[src/rtl/seg7_pkg.sv]
// Shared types and seven-segment constants for the signed decimal display.
package seg7_pkg;

  typedef enum logic [1:0] {
    IDLE    = 2'd0,
    CONVERT = 2'd1,
    SHOW    = 2'd2
  } state_t;

  // a..g in bits 0..6
  localparam logic [7:0] SEG_DIGIT [10] = '{
    8'h3F, 8'h06, 8'h5B, 8'h4F, 8'h66, 8'h6D, 8'h7D, 8'h07, 8'h7F, 8'h6F
  };

  localparam logic [7:0]  SEG_BLANK = 8'h00;
  localparam int unsigned SEG_DP    = 7;

endpackage

[src/rtl/seg7_encode.sv]
// Combinational BCD nibble to a..g pattern; non-decimal codes render blank.
module seg7_encode
  import seg7_pkg::*;
(
  input  logic [3:0] bcd,
  output logic [6:0] pattern_c
);

  always_comb begin
    pattern_c = SEG_BLANK[6:0];
    if (bcd <= 4'd9) pattern_c = SEG_DIGIT[bcd][6:0];
  end

endmodule

[src/rtl/signed_dec_display.sv]
// Signed binary to multiplexed seven-segment driver: double-dabble conversion,
// then cycles MSD..LSD plus a blank frame, with the minus sign on the decimal point.
module signed_dec_display
  import seg7_pkg::*;
#(
  parameter int unsigned NBITS = 8,
  parameter int unsigned NDIG  = 3,
  parameter int unsigned DWELL = 4
) (
  input  logic             clk_2,
  input  logic             reset_n,
  input  logic [NBITS-1:0] value_in,
  input  logic             load,
  output logic             ready,
  output logic             busy,
  output logic [7:0]       seg
);

  localparam int unsigned BW = 4 * NDIG;
  localparam int unsigned SW = $clog2(NBITS);
  localparam int unsigned DW = (DWELL > 1) ? $clog2(DWELL) : 1;
  localparam int unsigned PW = (NDIG > 1) ? $clog2(NDIG) : 1;

  state_t state, state_nxt;

  logic             sign;
  logic [NBITS-1:0] mag, mag_step, mag_in;
  logic [BW-1:0]    bcd, bcd_adj, bcd_step;
  logic [SW-1:0]    step;
  logic [DW-1:0]    dwell;
  logic [PW-1:0]    ptr, lead_step, lead_cur;
  logic             blank;
  logic [3:0]       cur_digit;
  logic [6:0]       pattern;
  logic [7:0]       seg_nxt;
  logic             last_step;

  // Index of the most-significant non-zero digit; 0 when the value is zero
  function automatic logic [PW-1:0] lead_digit(input logic [BW-1:0] b);
    logic [PW-1:0] l;
    l = '0;
    for (int i = 0; i < int'(NDIG); i++)
      if (b[i*4 +: 4] != 4'd0) l = PW'(i);
    return l;
  endfunction

  // One double-dabble step: add-3 correction, then shift {bcd,mag} left
  always_comb begin
    logic [BW+NBITS-1:0] shifted;
    bcd_adj = '0;
    for (int i = 0; i < int'(NDIG); i++)
      bcd_adj[i*4 +: 4] = (bcd[i*4 +: 4] >= 4'd5) ? bcd[i*4 +: 4] + 4'd3 : bcd[i*4 +: 4];
    shifted  = {bcd_adj, mag} << 1;
    bcd_step = shifted[BW+NBITS-1:NBITS];
    mag_step = shifted[NBITS-1:0];
  end

  assign mag_in    = value_in[NBITS-1] ? NBITS'(0 - value_in) : value_in;
  assign last_step = (step == SW'(NBITS - 1));
  assign lead_step = lead_digit(bcd_step);
  assign lead_cur  = lead_digit(bcd);

  always_comb begin
    cur_digit = 4'd0;
    for (int i = 0; i < int'(NDIG); i++)
      if (ptr == PW'(i)) cur_digit = bcd[i*4 +: 4];
  end

  seg7_encode u_encode (
    .bcd       (cur_digit),
    .pattern_c (pattern)
  );

  always_comb begin
    seg_nxt = SEG_BLANK;
    if (state == SHOW && !blank) begin
      seg_nxt[6:0]   = pattern;
      seg_nxt[SEG_DP] = sign;
    end
  end

  always_ff @(posedge clk_2) begin
    if (!reset_n) state <= IDLE;
    else          state <= state_nxt;
  end

  always_comb begin
    state_nxt = state;
    case (state)
      IDLE:    if (load) state_nxt = CONVERT;
      CONVERT: if (last_step) state_nxt = SHOW;
      SHOW:    if (load) state_nxt = CONVERT;
      default: state_nxt = IDLE;
    endcase
  end

  // Datapath, frame sequencing and registered outputs
  always_ff @(posedge clk_2) begin
    if (!reset_n) begin
      sign  <= 1'b0;
      mag   <= '0;
      bcd   <= '0;
      step  <= '0;
      dwell <= '0;
      ptr   <= '0;
      blank <= 1'b0;
      ready <= 1'b1;
      busy  <= 1'b0;
      seg   <= SEG_BLANK;
    end else begin
      ready <= (state != CONVERT);
      busy  <= (state == CONVERT);
      seg   <= seg_nxt;
      if ((state == IDLE || state == SHOW) && load) begin
        sign  <= value_in[NBITS-1];
        mag   <= mag_in;
        bcd   <= '0;
        step  <= '0;
        dwell <= '0;
        ptr   <= '0;
        blank <= 1'b0;
      end else if (state == CONVERT) begin
        bcd  <= bcd_step;
        mag  <= mag_step;
        step <= step + SW'(1);
        if (last_step) begin
          ptr   <= lead_step;
          dwell <= '0;
          blank <= 1'b0;
        end
      end else if (state == SHOW) begin
        if (dwell == DW'(DWELL - 1)) begin
          dwell <= '0;
          if (blank) begin
            blank <= 1'b0;
            ptr   <= lead_cur;
          end else if (ptr == '0) begin
            blank <= 1'b1;
          end else begin
            ptr <= ptr - PW'(1);
          end
        end else begin
          dwell <= dwell + DW'(1);
        end
      end
    end
  end

endmodule
[config.mk]
export PLATFORM = sky130hd
export DESIGN_NAME = signed_dec_display
export DESIGN_NICKNAME = d
export VERILOG_FILES = /design/src/rtl/seg7_pkg.sv /design/src/rtl/seg7_encode.sv /design/src/rtl/signed_dec_display.sv
export SDC_FILE = /design/constraint.sdc
export NUM_CORES = 1
export LEC_CHECK = 0
export CORE_MARGIN = 5
export CORE_UTILIZATION = 52
export DETAILED_ROUTE_END_ITERATION = 10
export HOLD_SLACK_MARGIN = 0.15
export PLACE_DENSITY = 0.76
export REMOVE_ABC_BUFFERS = 1
export SLEW_MARGIN = 20
export SYNTH_ARGS = -nofsm -noshare
export SYNTH_HDL_FRONTEND = slang
export SYNTH_SLANG_ARGS = --single-unit
[constraint.sdc]
create_clock -name clk_2 -period 2.03 [get_ports clk_2]
set_input_delay 0.203 -clock clk_2 [delete_from_list [all_inputs] [get_ports clk_2]]
set_output_delay 0.203 -clock clk_2 [all_outputs]
set_load 0.005 [all_outputs]
; Word-level counts from Yosys, hierarchy flattened
; Memories as Yosys holds them, arrays and structs flattened. A register that Yosys moved wholly into a read port is not among the register bits.
; Index checks and enable logic that the tools add are counted.
[totals]
ff_bits = 34
mem_bits_ro = 128
input_bits = 11
wordCells = 89
memories = 1
[classes]
n_addsub = 7
magnitude_cmp = 4
eq_ne = 10
n_mux = 32
bitwise_logic = 2
reduce_logical = 22
[memory_table]
columns = memory, depth, width, read_ports, rd_ports_with_merged_regs, wr, line_no
row1 = (no name shown), 16, 8, 1, 1, 0, seg7_encode.sv:11  ; if (bcd <= 4'd9) pattern_c = SEG_DIGIT[bcd][6:0];
[ops]
columns = op, count
row1 = $mux 2, 14
row2 = $mux 8, 3
row3 = $mux 4, 5
row4 = $reduce_bool 4->1, 4
row5 = $ge 4x3->1 const B, 3
row6 = $add 4x2->4 const B, 2
row7 = $mux 1, 8
row8 = $sub 1x8->8 const A, 1
row9 = $eq 2x2->1 const B, 3
row10 = $reduce_and 2->1, 3
row11 = $reduce_and 3->1, 2
row12 = $reduce_bool 2->1, 3
row13 = $not 4->5, 1
row14 = $eq 2x1->1 const B, 2
row15 = $le 4x4->1 const B, 1
row16 = $logic_not 2->1, 2
row17 = $ne 2x1->1 const B, 2
row18 = $pmux 2 s2, 1
row19 = $reduce_and 4->1, 1
row20 = $reduce_or 2->1, 2
row21 = $add 3x1->3 const B, 1
row22 = $add 3x2->3 const B, 1
row23 = $eq 3x3->1 const B, 1
row24 = $mux 3, 1
row25 = other kinds (8), 10

; Logic depth before layout (Yosys ltp)
; Gate-level depths: netlist of the first run.
[logic_depth]
ltp_word = 7
ltp_mapped = 11
ltp_nobuf = 11

; Hierarchy
; From an unflattened synthesis of the first run, not the netlist that was laid out.
[unflattened]
hier_cells = 294
area_unflattened_um2 = 2496.1
[by_module_without_submodules]
columns = mod, instances, cells_per_inst, area_per_inst_um2, seq_area_each_um2
row1 = signed_dec_display, 1, 265, 2263.4, 820.8
row2 = seg7_encode, 1, 29, 232.7, 0.0

; Worst setup path before layout of the first run
; Ideal clock, no wire load.
[synth_timing]
kind = register to register
start = register ptr[1]
end = register seg[4]
t_arrival_ns = 1.888
t_required_ns = 1.891
slack_ns = 0.003
stages_incl_launch_ff = 11
cell_sequence = dfxtp_1 > inv_1 > ha_1 > nor2b_1 > a221oi_1 > a21oi_1 > inv_1 > ha_1 > o21a_1 > o21ai_2 > a221oi_1
[synth_via]
elab_chain_len = 7
word_cells_on_any_way = 10
[synth_lines]
columns = item, line_no
row1 = from (decl), signed_dec_display.sv:31  ; logic [PW-1:0] ptr, lead_step, lead_cur;
row2 = from (signal assigned), signed_dec_display.sv:127  ; ptr <= lead_step;
row3 = from (signal assigned), signed_dec_display.sv:136  ; ptr <= lead_cur;
row4 = from (signal assigned), signed_dec_display.sv:140  ; ptr <= ptr - PW'(1);
row5 = $logic_not 2->1, signed_dec_display.sv:66  ; if (ptr == PW'(i)) cur_digit = bcd[i*4 +: 4];
row6 = $mux 4 (2 in series), signed_dec_display.sv:66
row7 = $mux 4 *, signed_dec_display.sv:66
row8 = $le 4x4->1, seg7_encode.sv:11
row9 = $reduce_and 3->1 (no line), --
row10 = $logic_not 1->1 (no line), --
row11 = to (decl), signed_dec_display.sv:16  ; output logic [7:0] seg
; Mark *: on every way between the ends. The rest lies on a longest branch, timed or not.
; A chain may end at the register's enable or synchronous reset.

; Final worst setup path of the first run
[layout_timing]
start = register ptr[0]
end = register seg[4]
; Same word-level chain as after synthesis.

==> metrics, run 1 <==
P_int 1.26 mW; Least-Margin Pin Slew between 0.4 and 0.5 ns; worst hold path class reg2reg; Die Y approximately 79 um; Crit-path slowest cell dfxtp_4; async set-reset flop share out of synthesis 0; Wirelength per Cell approximately 13 um; CTS sink count a little over 40; die width 78.5 um; Main synth FF type dfxtp_1; critical path type reg2reg; clk_lat worst skew between 0.2 and 0.3 ns; register area 826 um2; worst vdd ir ~0.00035 V; DRC violation total after the first TritonRoute iteration 77; CP Cell Sequence inv_2, ha_2, a211oi_1, a21oi_1, buf_4, ha_2, o21a_1, o21ai_4, a221oi_1; Comb power frac 0.152; reg2reg setup slack between 0.02 and 0.03 ns; pwr/cell area 573 nW/um2; Synth Register Bits 41; largest net degree at the start of global routing 22; Psw between 0.4 and 0.5 mW; post-DP HPWL between 3000 and 4000 um; # setup viols final 0; Num CTS Buffers 5; fin crit period 2.00 ns; switching share of power 0.251; fillcell total roughly 400; Multi-input gate area 1560 um2; element type at the critical path end flop; Root Buffer Master clkbuf_8; EDFF count, synth 0; DR vias slightly below 2,000; worst slack, placed -0.103 ns; met3 usage 0.0356; Yosys warning total 0; Hold Vio Cnt, Final 0; starting density of the core 0.527; Residual DRC 0; met2 usage 0.317; critical path's top delay family compound AO/OA/AOI/OAI gates; total track usage 0.168; Tot Pwr about 1.7 mW; post-route cell area between 2000 and 3000 um2; Synth top area share 0.336; Clk pwr share 0.343; Avg Cell Area, Syn 8.65 um2; CTS tree yes; FMAX between 400 and 500 MHz; status completed; # IOs 21; # rows 25; # H-tree levels 2; antenna violations before repair 0; clk buf depth 2; Final nets between 300 and 400; most used cell, CP ha_2; GR Overflow Total 0; sequential power share 0.505; crit path max fanout 7; Die ar. ~6200 um2; Worst EP required approximately 2.2 ns; core region area around 4600 um2; Final period util 0.985; Slew headroom 0.700; Setup crit start kind flop; vias in the first global route a little under 2,000; mapped cell area roughly 2400 um2; Max Clock Skew 0.00632 ns; GR peak layer met2; Seq/Total Area, Yosys 0.336; IO buf count 20; gp weighted congestion 0.862; crit path DAT about 2.2 ns; diode count 0; largest stage delay on the critical path 0.38 ns; Synth area leaders dfxtp_1 (34%), ha_1 (13%), mux2i_1 (7.4%); total wire length 4920 um; Max-Cap Viols 0; Cells after Synth 282; share of cells above drive strength 1 0.131; vias per inst ~5.4; M1 GR Usage 0.187; final slew viol count 0; first-pass GRT wire length 8440 um; Yosys cell types 46; area grow syn2layout 20.4%; Post-DP Area around 2800 um2; drt first pass iters 4; final worst-path setup slack ~0.03 ns; Leak roughly 1.2 nW; post-synth top area cell dfxtp_1; DRT antenna net count 0; crit path buf inv count 2; Clock Pin Slew Worst Setup and Hold Paths 0.08 ns
-- stage by stage --
stage	hold WS (ns)	TNS [ns]	utilization	instances
final	0.485	0	0.635	368
after global routing	0.515	-0.226	0.635	368
after CTS	0.486	0	0.624	367
after detailed placement	0.475	-0.485	0.596	358
after global placement	0.462	0	0.596	358
after floorplan	0.325	-0.396	-	270
-- metal layers --
metal	share of wire	vias to the layer above	wire (um)
met5	0	-	0
met4	0.015	0	76
met2	0.53	34	2600
met3	0.034	9	169
met1	0.42	900	2070
li1	-	1046	-
-- cells in the final DEF, fill, tap and decap left out, types with 2 or more instances in the layout --
cell type        Yosys  layout
dfxtp_1             41      39
nand2b_1             9       9
xnor2_1              9       9
a21boi_1             2       2
ha_2                 0       3
ha_4                 0       2
a21oi_1             19      18
clkbuf_8             0       7
nand3_1              2       2
ha_1                25      20
a31oi_1              2       2
nor3_1               2       2
a211oi_1             4       4
inv_1               16      13
buf_4                0      16
and2_1               5       5
nor3b_1              5       5
nand2_1             27      27
o211ai_1             3       3
nor2b_1              6       5
o211a_1              7       7
nand3b_1             3       3
mux2i_1             18      18
a31o_2               2       2
o31ai_1              3       3
a21o_1               2       2
inv_2                0       3
nor2_1              29      29
clkdlybuf4s50_1      0      20
o21ai_0              7       7
-- final cells by class --
class	count	area share
multi-input cells	213	0.532
flip-flops and latches	41	0.281
repair buffers	36	0.109
clock buffers	7	0.0328
well taps	54	0.0230
inverters	16	0.0204
clock inverters	1	0.00170
-- flip-flops by register name, indices dropped and copies added (netlist names) --
register / cells
dwell: 2
seg: 8
sign: 1
state: 2
blank: 1
ptr: 2
mag: 8
step: 3
ready: 1
busy: 1
bcd: 12
-- what timing repair did --
| item | CTS | global route |
|---|---|---|
| pin swaps | 1 | 2 |
| setup buffers | 1 | 1 |
| hold buffers | 0 | 0 |
| endpoints found under the setup margin | 6 | 7 |
| resized for setup | 6 | 12 |
-- final timing paths --
check / startpoint / end / cells after the start
setup / recovery: ptr[0] / seg[4] / 9
hold / removal: sign / sign / 2
setup reg to reg: ptr[0] / seg[4] / 9
hold reg to reg: sign / sign / 2
-- power groups by stage --
stage	clock network (mW)	registers (mW)	logic, mW
after floorplan	0	0.867	0.168
after global placement	0	0.871	0.248
after detailed placement	0	0.872	0.254
after CTS	0.601	0.852	0.256
after global routing	0.637	0.856	0.286
final	0.578	0.851	0.256
-- cells in the mapped netlist, types with 4 or more instances --
library cell / count
nor2b_1: 6
clkbuf_1: 5
buf_2: 7
a21oi_1: 19
nor3b_1: 5
a211oi_1: 4
ha_1: 25
nand2_1: 27
nor2_1: 29
mux2i_1: 18
and2_1: 5
o21ai_0: 7
dfxtp_1: 41
o211a_1: 7
inv_1: 16
xnor2_1: 9
nand2b_1: 9
-- logic make-up after synthesis --
family / Yosys count / synth area share
xor gates and xnor gates: 9 / 0.0323
buffers and inverters: 28 / 0.0467
and+or+nand+nor: 95 / 0.193
muxes: 19 / 0.0785
DFF: 41 / 0.336
AOI/OAI and AO/OA: 65 / 0.185
adders and majority gates: 25 / 0.128
-- worst min-delay path, stage by stage (launching register included) --
cell and delay, ns:
dfxtp_1 0.32, nand2_1 0.05, a21boi_0 0.07
No activity file was read; power rests on OpenSTA's default activity.
==> run 2, diff against run 1 <==
CORE_UTILIZATION = 55   (was 52)
clock period = 2.5 ns   (was 2.03 ns; I/O delays follow)
==> run 2 against run 1 <==
Fmax fell by 11%. Critical path depth rose by 2. Wire length fell by 9.0%. Critical endpoint unchanged. Largest cell class unchanged.
==> metrics, run 2 (synthesis results as in run 1) <==
antenna violations before repair 0; status completed; Max Clock Skew approximately 0.009 ns; first-pass GRT wire length between 8000 and 9000 um; largest registers bcd (12), mag (8), seg (8); most used cells in the layout excluding fill and tap cells dfxtp_1 (41), nor2_1 (29), nand2_1 (27), ha_1 (25), clkdlybuf4s50_1 (20); RSZ-0062 raised after global routing no; fin crit period 2.25 ns; vias per inst between 5 and 6; # setup viols final 0; gp weighted congestion approximately 0.9; Post-CTS Setup Inserts 0; Max-Cap Viols 0; Setup crit start kind flop; Root Buffer Master clkbuf_8; fillcell total 400; worst vdd ir approximately 0.0003 V; Least-Margin Pin Slew 0.442 ns; worst reg2reg path depth 11; Util after Layout 0.646; Post-DP Area roughly 2700 um2; # rows 24; largest register by flop count bcd; Tot Pwr between 1 and 1.5 mW; critical path type reg2reg; Critical R2R Launch ptr[0]; final slew viol count 0; Final nets 340; max reg flops 12; FF-to-FF End seg[4]; DRT antenna net count 0; reg2reg setup slack 0.25 ns; core region area ~4300 um2; worst hold path class reg2reg; CTS Hold Bufs 0; post-route cell area 2790 um2; Slew headroom 0.704; Worst EP required approximately 2.7 ns; drt first pass iters 4; element type at the critical path end flop; clk_lat worst skew approximately 0.30 ns; CTS tree yes; largest net degree at the start of global routing 21; # H-tree levels 2; FMAX 444 MHz; # IOs 21; setup TNS 0 ns; starting density of the core 0.564; crit path DAT about 2.4 ns; Final period util 0.900; IO buf count 20; Wirelength per Cell 12.6 um; Die ar. around 5900 um2; PostCTS Resize Cnt 0; HP Start sign; total wire length approximately 4500 um; pwr/cell area about 480 nW/um2; vias in the first global route about 1,900; crit path max fanout 6; clk buf depth 2; area grow syn2layout 14.5%; post-DP HPWL approximately 3300 um; DR vias roughly 1,900; Die Y 76.6 um; share of cells above drive strength 1 0.0592; Residual DRC 0; Clock Pin Slew Worst Setup and Hold Paths approximately 0.080 ns; CTS sink count 41; GR Overflow Total 0; hold path depth 2; total track usage 0.164; Num CTS Buffers 5; die width between 70 and 80 um; most common cell after layout, fill and taps aside dfxtp_1; Hold Vio Cnt, Final 0; Hold Path Sink sign; DRC violation total after the first TritonRoute iteration 61; Leak approximately 1.2 nW; diode count 0
==> run 2: layout make-up <==
type	instances	area (um2)	share of cell area
timing repair buffer	27	253	0.0905
clock inverter	1	7.51	0.00269
inverter	16	60.1	0.0215
multi-input combinational	213	1510	0.539
sequential	41	821	0.294
clock buffer	6	82.6	0.0296
tap	52	65.1	0.0233
==> run 2: per-layer routing <==
metal,GRT usage,share of wire
met1,0.211,0.49
met2,0.268,0.46
met3,0.0366,0.036
met4,0.0594,0.015
met5,0,0
==> run 2: stage by stage <==
stage,hold WS [ns],std cells,setup WS (ns)
global route,0.518,356,0.0546
finish,0.479,356,0.250
CTS,0.483,356,0.252
global placement,0.457,349,0.345
detailed placement,0.472,349,0.241
floorplan,0.372,270,0.243
==> run 2: where the power goes <==
group	total (mW)	leakage (nW)	internal, mW	switching [mW]
clock	0.445	0.0433	0.218	0.226
combinational	0.199	0.783	0.0969	0.102
sequential	0.693	0.333	0.676	0.0173
==> run 2: how the worst max path moves through the flow <==
stage                  start  slack (ns)  endpoint
finish                ptr[0]        0.25    seg[4]
global route          ptr[0]        0.05    seg[4]
CTS                   ptr[0]        0.25    seg[4]
detailed placement    ptr[0]        0.24    seg[4]
global placement      ptr[0]        0.34    seg[4]
floorplan           state[1]        0.24    ptr[0]
==> run 2: critical path: stages (launching register included) <==
cell      delay (ns)
dfxtp_1         0.33
inv_1           0.10
ha_1            0.25
nand2_1         0.07
nor2_1          0.09
a211oi_1        0.05
a21oi_1         0.31
inv_1           0.16
ha_1            0.23
o21a_1          0.21
o21ai_2         0.23
a221oi_1        0.09
